$ cat src/rtl/hazard_pkg.sv
// -----------------------------------------------------------------------------
// hazard_pkg
// Shared types and constants for the hazard scoreboard unit.
//   lat_class_e : latency class of the instruction sitting in ID
//   sb_cnt_w()  : width of a scoreboard countdown for the given latencies
//   DEF_*       : default load / MUL-DIV consumer bubble counts
// -----------------------------------------------------------------------------
package hazard_pkg;

   typedef enum logic [1:0] {
      LAT_NONE,
      LAT_LOAD,
      LAT_MULDIV
   } lat_class_e;

   localparam int unsigned DEF_LOAD_LAT   = 1;
   localparam int unsigned DEF_MULDIV_LAT = 4;

   // Countdown must hold the larger of the two latencies.
   function automatic int unsigned sb_cnt_w(input int unsigned load_lat,
                                            input int unsigned muldiv_lat);
      int unsigned max_lat;
      max_lat = (load_lat > muldiv_lat) ? load_lat : muldiv_lat;
      return $clog2(max_lat + 1);
   endfunction

   localparam int unsigned SB_CNT_W = sb_cnt_w(DEF_LOAD_LAT, DEF_MULDIV_LAT);

endpackage

$ cat src/rtl/hazard_sb_entry.sv
// -----------------------------------------------------------------------------
// hazard_sb_entry
// One scoreboard slot: countdown of bubbles still owed to a consumer of this
// register, plus a flag recording whether the pending producer is a load.
//   clk, reset   : clock, synchronous active-high reset
//   load_en      : an issuing long-latency producer targets this register
//   load_val     : countdown start value
//   load_is_load : producer is a load
//   cnt          : current countdown
//   is_load      : pending producer is a load
// -----------------------------------------------------------------------------
module hazard_sb_entry #(
   parameter int unsigned W = 3
) (
   input  logic         clk,
   input  logic         reset,
   input  logic         load_en,
   input  logic [W-1:0] load_val,
   input  logic         load_is_load,
   output logic [W-1:0] cnt,
   output logic         is_load
);

   logic [W-1:0] cnt_q, cnt_d;
   logic         is_load_q, is_load_d;

   // A new issue overrides the decrement happening in the same cycle.
   always_comb begin
      cnt_d     = cnt_q;
      is_load_d = is_load_q;
      if (load_en) begin
         cnt_d     = load_val;
         is_load_d = load_is_load;
      end else if (cnt_q != '0) begin
         cnt_d = cnt_q - 1'b1;
      end
   end

   always_ff @(posedge clk) begin
      if (reset) begin
         cnt_q     <= '0;
         is_load_q <= 1'b0;
      end else begin
         cnt_q     <= cnt_d;
         is_load_q <= is_load_d;
      end
   end

   assign cnt     = cnt_q;
   assign is_load = is_load_q;

endmodule

$ cat src/rtl/hazard_scoreboard_unit.sv
// -----------------------------------------------------------------------------
// hazard_scoreboard_unit
// Load-use / MUL-DIV RAW+WAW / MUL-DIV structural hazard detection and
// branch-flush control for the pipelined core.
//   clk, reset                 : clock, synchronous active-high reset
//   VALID_ID                   : ID holds a real instruction
//   RS1_ID, RS2_ID, RD_ID      : register indices of the ID instruction
//   USES_RS1_ID, USES_RS2_ID   : sources actually read
//   REGWRITE_ID, MEMREAD_ID,
//   MEMWRITE_ID, MULDIV_ID     : ID instruction class
//   BRANCHTAKEN_EX             : taken branch/jump resolved in EX
//   PCWrite, stall_IF_ID,
//   flush_IF_ID, flush_ID_EX   : pipeline control
//   stall_count                : saturating count of hazard-stall cycles
//   sb_busy                    : some scoreboard countdown is non-zero
// -----------------------------------------------------------------------------
module hazard_scoreboard_unit
   import hazard_pkg::*;
#(
   parameter int unsigned NUM_REGS   = 32,
   parameter int unsigned REG_ADDR_W = 5,
   parameter int unsigned LOAD_LAT   = DEF_LOAD_LAT,
   parameter int unsigned MULDIV_LAT = DEF_MULDIV_LAT,
   parameter int unsigned STORE_FWD  = 1,
   parameter int unsigned CNT_W      = 32
) (
   input  logic                  clk,
   input  logic                  reset,
   input  logic                  VALID_ID,
   input  logic [REG_ADDR_W-1:0] RS1_ID,
   input  logic [REG_ADDR_W-1:0] RS2_ID,
   input  logic                  USES_RS1_ID,
   input  logic                  USES_RS2_ID,
   input  logic [REG_ADDR_W-1:0] RD_ID,
   input  logic                  REGWRITE_ID,
   input  logic                  MEMREAD_ID,
   input  logic                  MEMWRITE_ID,
   input  logic                  MULDIV_ID,
   input  logic                  BRANCHTAKEN_EX,
   output logic                  PCWrite,
   output logic                  stall_IF_ID,
   output logic                  flush_IF_ID,
   output logic                  flush_ID_EX,
   output logic [CNT_W-1:0]      stall_count,
   output logic                  sb_busy
);

   localparam int unsigned SBW = sb_cnt_w(LOAD_LAT, MULDIV_LAT);

   logic [SBW-1:0]   cnt     [NUM_REGS];
   logic             is_load [NUM_REGS];
   logic [SBW-1:0]   md_cnt_q, md_cnt_d;
   logic [CNT_W-1:0] stall_count_q, stall_count_d;

   lat_class_e       id_class;
   logic [SBW-1:0]   id_lat;
   logic             raw1, raw2, waw, structural, hazard, issue;
   logic             sb_load_en, stall_sel;

   // x0 has no slot; it reads as permanently ready.
   assign cnt[0]     = '0;
   assign is_load[0] = 1'b0;

   for (genvar r = 1; r < NUM_REGS; r++) begin : g_sb
      hazard_sb_entry #(.W(SBW)) u_entry (
         .clk          (clk),
         .reset        (reset),
         .load_en      (sb_load_en && (RD_ID == REG_ADDR_W'(r))),
         .load_val     (id_lat),
         .load_is_load (MEMREAD_ID),
         .cnt          (cnt[r]),
         .is_load      (is_load[r])
      );
   end

   // Hazard detection
   always_comb begin
      id_class = LAT_NONE;
      if (MEMREAD_ID)     id_class = LAT_LOAD;
      else if (MULDIV_ID) id_class = LAT_MULDIV;

      case (id_class)
         LAT_LOAD:   id_lat = SBW'(LOAD_LAT);
         LAT_MULDIV: id_lat = SBW'(MULDIV_LAT);
         default:    id_lat = '0;
      endcase

      raw1 = USES_RS1_ID && (RS1_ID != '0) && (cnt[RS1_ID] != '0);
      raw2 = USES_RS2_ID && (RS2_ID != '0) && (cnt[RS2_ID] != '0);
      // Store data of a load with one cycle left is forwarded MEM->MEM.
      if ((STORE_FWD != 0) && MEMWRITE_ID && is_load[RS2_ID] && (cnt[RS2_ID] == SBW'(1)))
         raw2 = 1'b0;

      // WAW only if the older write would land after ours.
      waw        = REGWRITE_ID && (RD_ID != '0) && (cnt[RD_ID] > id_lat);
      structural = MULDIV_ID && (md_cnt_q != '0);
      hazard     = VALID_ID && (raw1 || raw2 || waw || structural);
      issue      = VALID_ID && !hazard && !BRANCHTAKEN_EX;
      sb_load_en = issue && REGWRITE_ID && (RD_ID != '0) && (id_class != LAT_NONE);
      stall_sel  = !reset && !BRANCHTAKEN_EX && hazard;
   end

   // Next-state for MUL/DIV occupancy and stall counter
   always_comb begin
      md_cnt_d = md_cnt_q;
      if (issue && MULDIV_ID)  md_cnt_d = SBW'(MULDIV_LAT);
      else if (md_cnt_q != '0) md_cnt_d = md_cnt_q - 1'b1;

      stall_count_d = stall_count_q;
      if (stall_sel && (stall_count_q != '1))
         stall_count_d = stall_count_q + 1'b1;
   end

   always_ff @(posedge clk) begin
      if (reset) begin
         md_cnt_q      <= '0;
         stall_count_q <= '0;
      end else begin
         md_cnt_q      <= md_cnt_d;
         stall_count_q <= stall_count_d;
      end
   end

   // Output priority: reset, branch, hazard, normal
   always_comb begin
      PCWrite     = 1'b1;
      stall_IF_ID = 1'b0;
      flush_IF_ID = 1'b0;
      flush_ID_EX = 1'b0;
      if (reset || BRANCHTAKEN_EX) begin
         flush_IF_ID = 1'b1;
         flush_ID_EX = 1'b1;
      end else if (hazard) begin
         PCWrite     = 1'b0;
         stall_IF_ID = 1'b1;
         flush_ID_EX = 1'b1;
      end
   end

   always_comb begin
      sb_busy = 1'b0;
      for (int unsigned r = 1; r < NUM_REGS; r++)
         if (cnt[r] != '0) sb_busy = 1'b1;
   end

   assign stall_count = stall_count_q;

endmodule

$ cat config.mk
export PLATFORM = sky130hd
export DESIGN_NAME = hazard_scoreboard_unit
export DESIGN_NICKNAME = d
export VERILOG_FILES = /design/src/rtl/hazard_pkg.sv /design/src/rtl/hazard_sb_entry.sv /design/src/rtl/hazard_scoreboard_unit.sv
export SDC_FILE = /design/constraint.sdc
export NUM_CORES = 1
export LEC_CHECK = 0
export ABC_AREA = 1
export CORE_AREA = 5 5 224 226
export CTS_CLUSTER_SIZE = 12
export DETAILED_ROUTE_END_ITERATION = 8
export DIE_AREA = 0 0 229 231
export PLACE_DENSITY_LB_ADDON = 0.3
export SKIP_CTS_REPAIR_TIMING = 1
export SLEW_MARGIN = 20
export SYNTH_ARGS = -nofsm -noshare
export SYNTH_HDL_FRONTEND = slang
export SYNTH_SLANG_ARGS = --single-unit
$ cat constraint.sdc
create_clock -name clk -period 11.7 [get_ports clk]
set_input_delay 2.34 -clock clk [delete_from_list [all_inputs] [get_ports clk]]
set_output_delay 2.34 -clock clk [all_outputs]
set_load 0.005 [all_outputs]
* Yosys cells after proc, flatten, opt, wreduce, memory -nomap -nowiden
Index checks and enable logic that the tools add are counted.
** Word-level totals
- Flip-flop bits (word level) :: 159
- Bits of input ports :: 25
- Output and inout port bits :: 37
- Logic and storage cells :: 385
** Cells by class
- Add/sub/neg operators :: 33
- Order comparisons :: 4
- Eq/ne operators :: 35
- Muxes and demuxes :: 117
- Bitwise gates (word level) :: 3
- Reductions and logical operators :: 128
** Operators with widths (number)
- $mux W3 :: 70
- $reduce_bool A3 Y1 :: 34
- $sub A3 B1 Y3 const B :: 32
- $eq A5 B5 Y1 const B :: 16
- $reduce_bool A2 Y1 :: 33
- $logic_and A1 B1 Y1 :: 50
- $bmux W3 S5 :: 3
- $eq A5 B4 Y1 const B :: 8
- $mux W1 :: 40
- $add A32 B1 Y32 const B :: 1
- $ne A32 B32 Y1 const B :: 1
- $eq A5 B3 Y1 const B :: 4
- $ge A6 B6 Y1 const B :: 3
- $not A5 Y6 :: 3
- $reduce_bool A5 Y1 :: 3
- $eq A5 B2 Y1 const B :: 2
- $pmux W3 S2 :: 1
- $bmux W1 S5 :: 1
- $eq A5 B1 Y1 const B :: 1
- $logic_or A1 B1 Y1 :: 4
- $mux W2 :: 2
- $eq A3 B1 Y1 const B :: 1
- $gt A3 B3 Y1 :: 1
- $logic_not A1 Y1 :: 3
- other kinds (3) :: 3

* Longest topological paths before layout
- Word-level depth :: 32
- Mapped depth :: 24

* Cells and area by module
From an unflattened synthesis, not the netlist that was laid out.
** Second synthesis, totals
- Cells, all modules :: 2175
- Area total of the unflattened synthesis :: 12542.0 um^2
** By module, submodules not included
- hazard_sb_entry :: instances 31, cells each 38, area an instance 239.0 um^2, sequential area each 80.1 um^2
- hazard_scoreboard_unit :: instances 1, cells each 997, area an instance 5133.7 um^2, sequential area each 700.7 um^2

* Least setup slack after synthesis
OpenSTA, ideal clock, no wires.
- Path type :: input to output
- Start point :: input port RD_ID[0]
- End point :: output port stall_IF_ID
- Data arrival time :: 4.874 ns
- Data required time :: 9.360 ns
- Path slack :: 4.486 ns
- Stages on the path :: 21
- Path buffers :: 4
- Path through :: buf_4 inv_2 nor2_2 buf_2 inv_1 clkbuf_1 o22ai_1 a221oi_1 o21ai_0 o22ai_1 ha_1 inv_1 o21ai_0 nand2_1 nand2_1 nand3_2 nor2_8 nor2_2 buf_2 nand2_1 inv_1
** Between the ends
- Cells in the longest elaborated chain, start to end :: 11
- Elaborated cells on any way between the ends :: 13
- Classes of those cells :: order compare: 1; mux: 5; bitwise: 1; reduce/logical: 6
** RTL lines
- from (decl) :: RTL line hazard_scoreboard_unit.sv:34 : input logic [REG_ADDR_W-1:0] RD_ID,
- $not A5 Y6 (not written as such) :: RTL line hazard_scoreboard_unit.sv:95 : waw = REGWRITE_ID && (RD_ID != '0) && (cnt[RD_ID] > id_lat);
- $bmux W3 S5 :: RTL line hazard_scoreboard_unit.sv:95
- $mux W3 (not written as such) (2 in a row) :: RTL line hazard_scoreboard_unit.sv:95
- $gt A3 B3 Y1 :: RTL line hazard_scoreboard_unit.sv:95
- $logic_and A1 B1 Y1 (*) :: RTL line hazard_scoreboard_unit.sv:95
- $logic_or A1 B1 Y1 (*) (2 in a row) :: RTL line hazard_scoreboard_unit.sv:97 : hazard = VALID_ID && (raw1 || raw2 || waw || structural);
- $logic_and A1 B1 Y1 (*) :: RTL line hazard_scoreboard_unit.sv:97
- $mux W1 (*) :: RTL line hazard_scoreboard_unit.sv:133 : end else if (hazard) begin
- $mux W1 (*) :: RTL line hazard_scoreboard_unit.sv:130 : if (reset || BRANCHTAKEN_EX) begin
- to (decl) :: RTL line hazard_scoreboard_unit.sv:41 : output logic stall_IF_ID,
Mark *: on every way between the ends. The rest lies on a longest branch, timed or not. The select of a mux whose other input is x is not followed.

* Worst setup path after layout
Ends and elaborated chain as after synthesis.

==> run summary <==
Switching share of power = 0.456
Vias in the first global route = 11.7k
Leak = 0.00562 µW
Met2 WL = 20.4 mm
Yosys warning count = 0
CP max-delay cell = clkdlybuf4s50_1
Reg2reg path depth = 19
Worst Hold Depth = 2
Worst vdd ir = 0.000114 V
Buf+Inv Stages, Crit Path = 6
GRT overflow = 0
CTS tree = yes
IO Pins = 62
Leading area contributor after synthesis = dfxtp_1
Cell repeated most along the worst path = nand2_1
Gate Count Post-Synth = 1,825
Clk_lat worst skew = 460 ps
Share of cells above drive strength 1 = 0.0729
Pwr dens = 199 nW/µm²
Tmin final = 9490 ps
Most common cell after layout, fill and taps aside = nand2_1
Comb power frac = 0.474
Fin. Hold Viols = 0
Post-route DRC = 0
Number of synthesized flops with an enable pin = 0
TNS Setup = 0 ps
Chip Width = 229 µm
Die Span Y = 231 µm
Total GRT Usage = 0.168
Max layer used = met4
Initial antenna violation count = 1
Initial core utilization = 0.246
Crit path max-delay family = buffers and inverters
Top_reg_cell synth = dfxtp_1
Final Max Slew Viols = 0
Sw power = 1220 µW
Final Skew = 12.5 ps
First-pass GRT wire length = 69.9 mm
Worst EP arrival = 7150 ps
Mean Syn Cell Area = 6.48 µm²
R2R Setup Slk = 8130 ps
Clk pwr share = 0.212
Final-report setup violation count = 0
Crit. path cell count = 21
Status = finished, final reports clean
Sequential share of power = 0.314
Via count = 12.3k
Commonest non-fill, non-tap cells in the layout = nand2_1, nor2_1, dfxtp_1, inv_1, a21oi_1
Clock transition at the registers of the reported paths = 60 ps
Critical path peak fanout = 29
WS Path Type = in -> out
CP cell instances = clkdlybuf4s50_1 -> inv_2 -> nor2_2 -> inv_1 -> o22ai_1 -> o21ai_0 -> nand4_1 -> nand2_1 -> o21ai_0 -> ha_1 -> nand2_1 -> o21ai_0 -> nand2_1 -> nand2_1 -> nand3_2 -> nor2_8 -> nor2_2 -> buf_4 -> nand2_1 -> inv_1 -> clkdlybuf4s50_1
Max incr delay on CP = 1100 ps
Sink Count = 159
Yosys reg bits = 159
Nets = 1,919
DRT Pass-1 Iters = 7
Critical Path RT = 9360 ps
Slew headroom = 0.262
Post-Route M1 WL = 20.4 mm
ANT nets after route = 0
DR WL/cell = 18.3 µm
Asr flop ratio synth = 0
Metal3 WL = 3.09 mm
Die area = 52,900 µm²
Total of max-cap violations = 0
Syn-to-layout area delta = 13.3%
Area of the mapped netlist = 11,800 µm²
Port Buffers = 61
Critical Path End Type = primary output
Cell variety after synth = 37
Sequential area share after synthesis = 0.269
RePlAce Congestion = 0.952
Pint = 1450 µW
Largest net degree at the start of global routing = 69
# rows = 81
Fmax = 105 MHz
Core area = 48,100 µm²
Min-Delay Path Class = reg -> reg
Tcrit/Tclk final = 0.811
Clk buf depth = 2
Root buffer cell = clkbuf_16
Num CTS Buffers = 17
Synth Net Count = 1,917
RSZ-0062 raised after global routing = no
Setup crit start kind = input pin
Hold_ws = 468 ps
Top cells by area, synth = dfxtp_1, nand2_1, nor2_1
Top cell type's share of synthesized area = 0.269
Detail Placement HPWL = 32.4 mm
Slew at the pin closest to its max-slew limit = 1110 ps
Vias per cell = 4.99
Total Wirelength = 44.9 mm
Iteration-0 DRC Markers = 1,106
H-Tree Depth = 4
==> power groups by stage <==
stage | sequential, µW | combinational (µW) | clock (µW)
after floorplan | 782 | 949 | 0
after global placement | 849 | 1230 | 0
after detailed placement | 844 | 1250 | 0
after CTS | 834 | 1250 | 583
after global routing | 855 | 1450 | 607
final | 839 | 1260 | 566
==> registers in the layout, indices dropped and copies added, names as in the netlist <==
name                  count
g_sb.u_entry.cnt         93
g_sb.u_entry.is_load     31
stall_count              32
md_cnt_q                  3
==> synthesized netlist by cell type (4+ instances only) <==
cell,number
nor4_1,15
o21ai_0,114
nand3_2,29
nand3_1,95
clkinv_1,33
buf_6,11
buf_1,7
a21oi_1,138
nor2_2,5
inv_2,13
nand4_1,48
nand3b_1,6
a22oi_1,4
nand2_1,416
xnor2_1,7
ha_1,67
nand4_2,28
nor2_1,238
o22ai_1,19
clkbuf_1,36
buf_2,26
dfxtp_1,159
inv_1,153
nor3_1,37
xor2_1,53
o21ai_1,26
buf_4,11
o221ai_1,4
a221oi_1,6
o211ai_1,8
==> layer usage <==
metal  global-route usage  vias up
met1                0.225     5761
met5                    0        -
met4               0.0489        0
met2                0.276      439
met3               0.0333       69
li1                     -     6023
==> worst min-delay path: stages, from the launching register on <==
cell and delay (ps):
dfxtp_1 310, nand2_1 60, a21oi_1 50
==> logic make-up after synthesis <==
kind of cell,share of synthesized area
flip-flops,0.269
AND/OR/NAND/NOR,0.365
buffers and inverters,0.105
AO/OA/AOI/OAI,0.145
XOR/XNOR,0.0444
adder cells (fa/ha/maj),0.0709
==> final timing paths <==
path | startpoint | to
worst max-delay path | RD_ID[0] | stall_IF_ID
worst min register to register | g_sb[22].u_entry.is_load | g_sb[22].u_entry.is_load
worst min-delay path | g_sb[22].u_entry.is_load | g_sb[22].u_entry.is_load
worst max register to register | g_sb[15].u_entry.cnt[2] | g_sb[15].u_entry.cnt[2]
==> layout make-up <==
type | instances | area (µm²)
fill | 5341 | 34700
multi-input combinational | 1376 | 7420
sequential | 159 | 3180
tap | 622 | 778
inverter | 199 | 747
timing repair buffer | 74 | 696
clock buffer | 20 | 457
clock inverter | 10 | 113
antenna | 1 | 2.50
==> per-stage QoR <==
| step | utilization | total power, µW | std cells | area (µm²) | setup WS, ps |
|---|---|---|---|---|---|
| 2_1_floorplan | - | 1730 | 1825 | 11800 | 4490 |
| 3_3_place_gp | 0.266 | 2070 | 2430 | 12800 | 2440 |
| 3_5_place_dp | 0.266 | 2090 | 2430 | 12800 | 2270 |
| 4_1_cts | 0.278 | 2670 | 2460 | 13400 | 2250 |
| 5_1_grt | 0.278 | 2910 | 2461 | 13400 | 1850 |
| 6_report | 0.278 | 2670 | 2461 | 13400 | 2210 |
(Power assumes the default switching activity.)
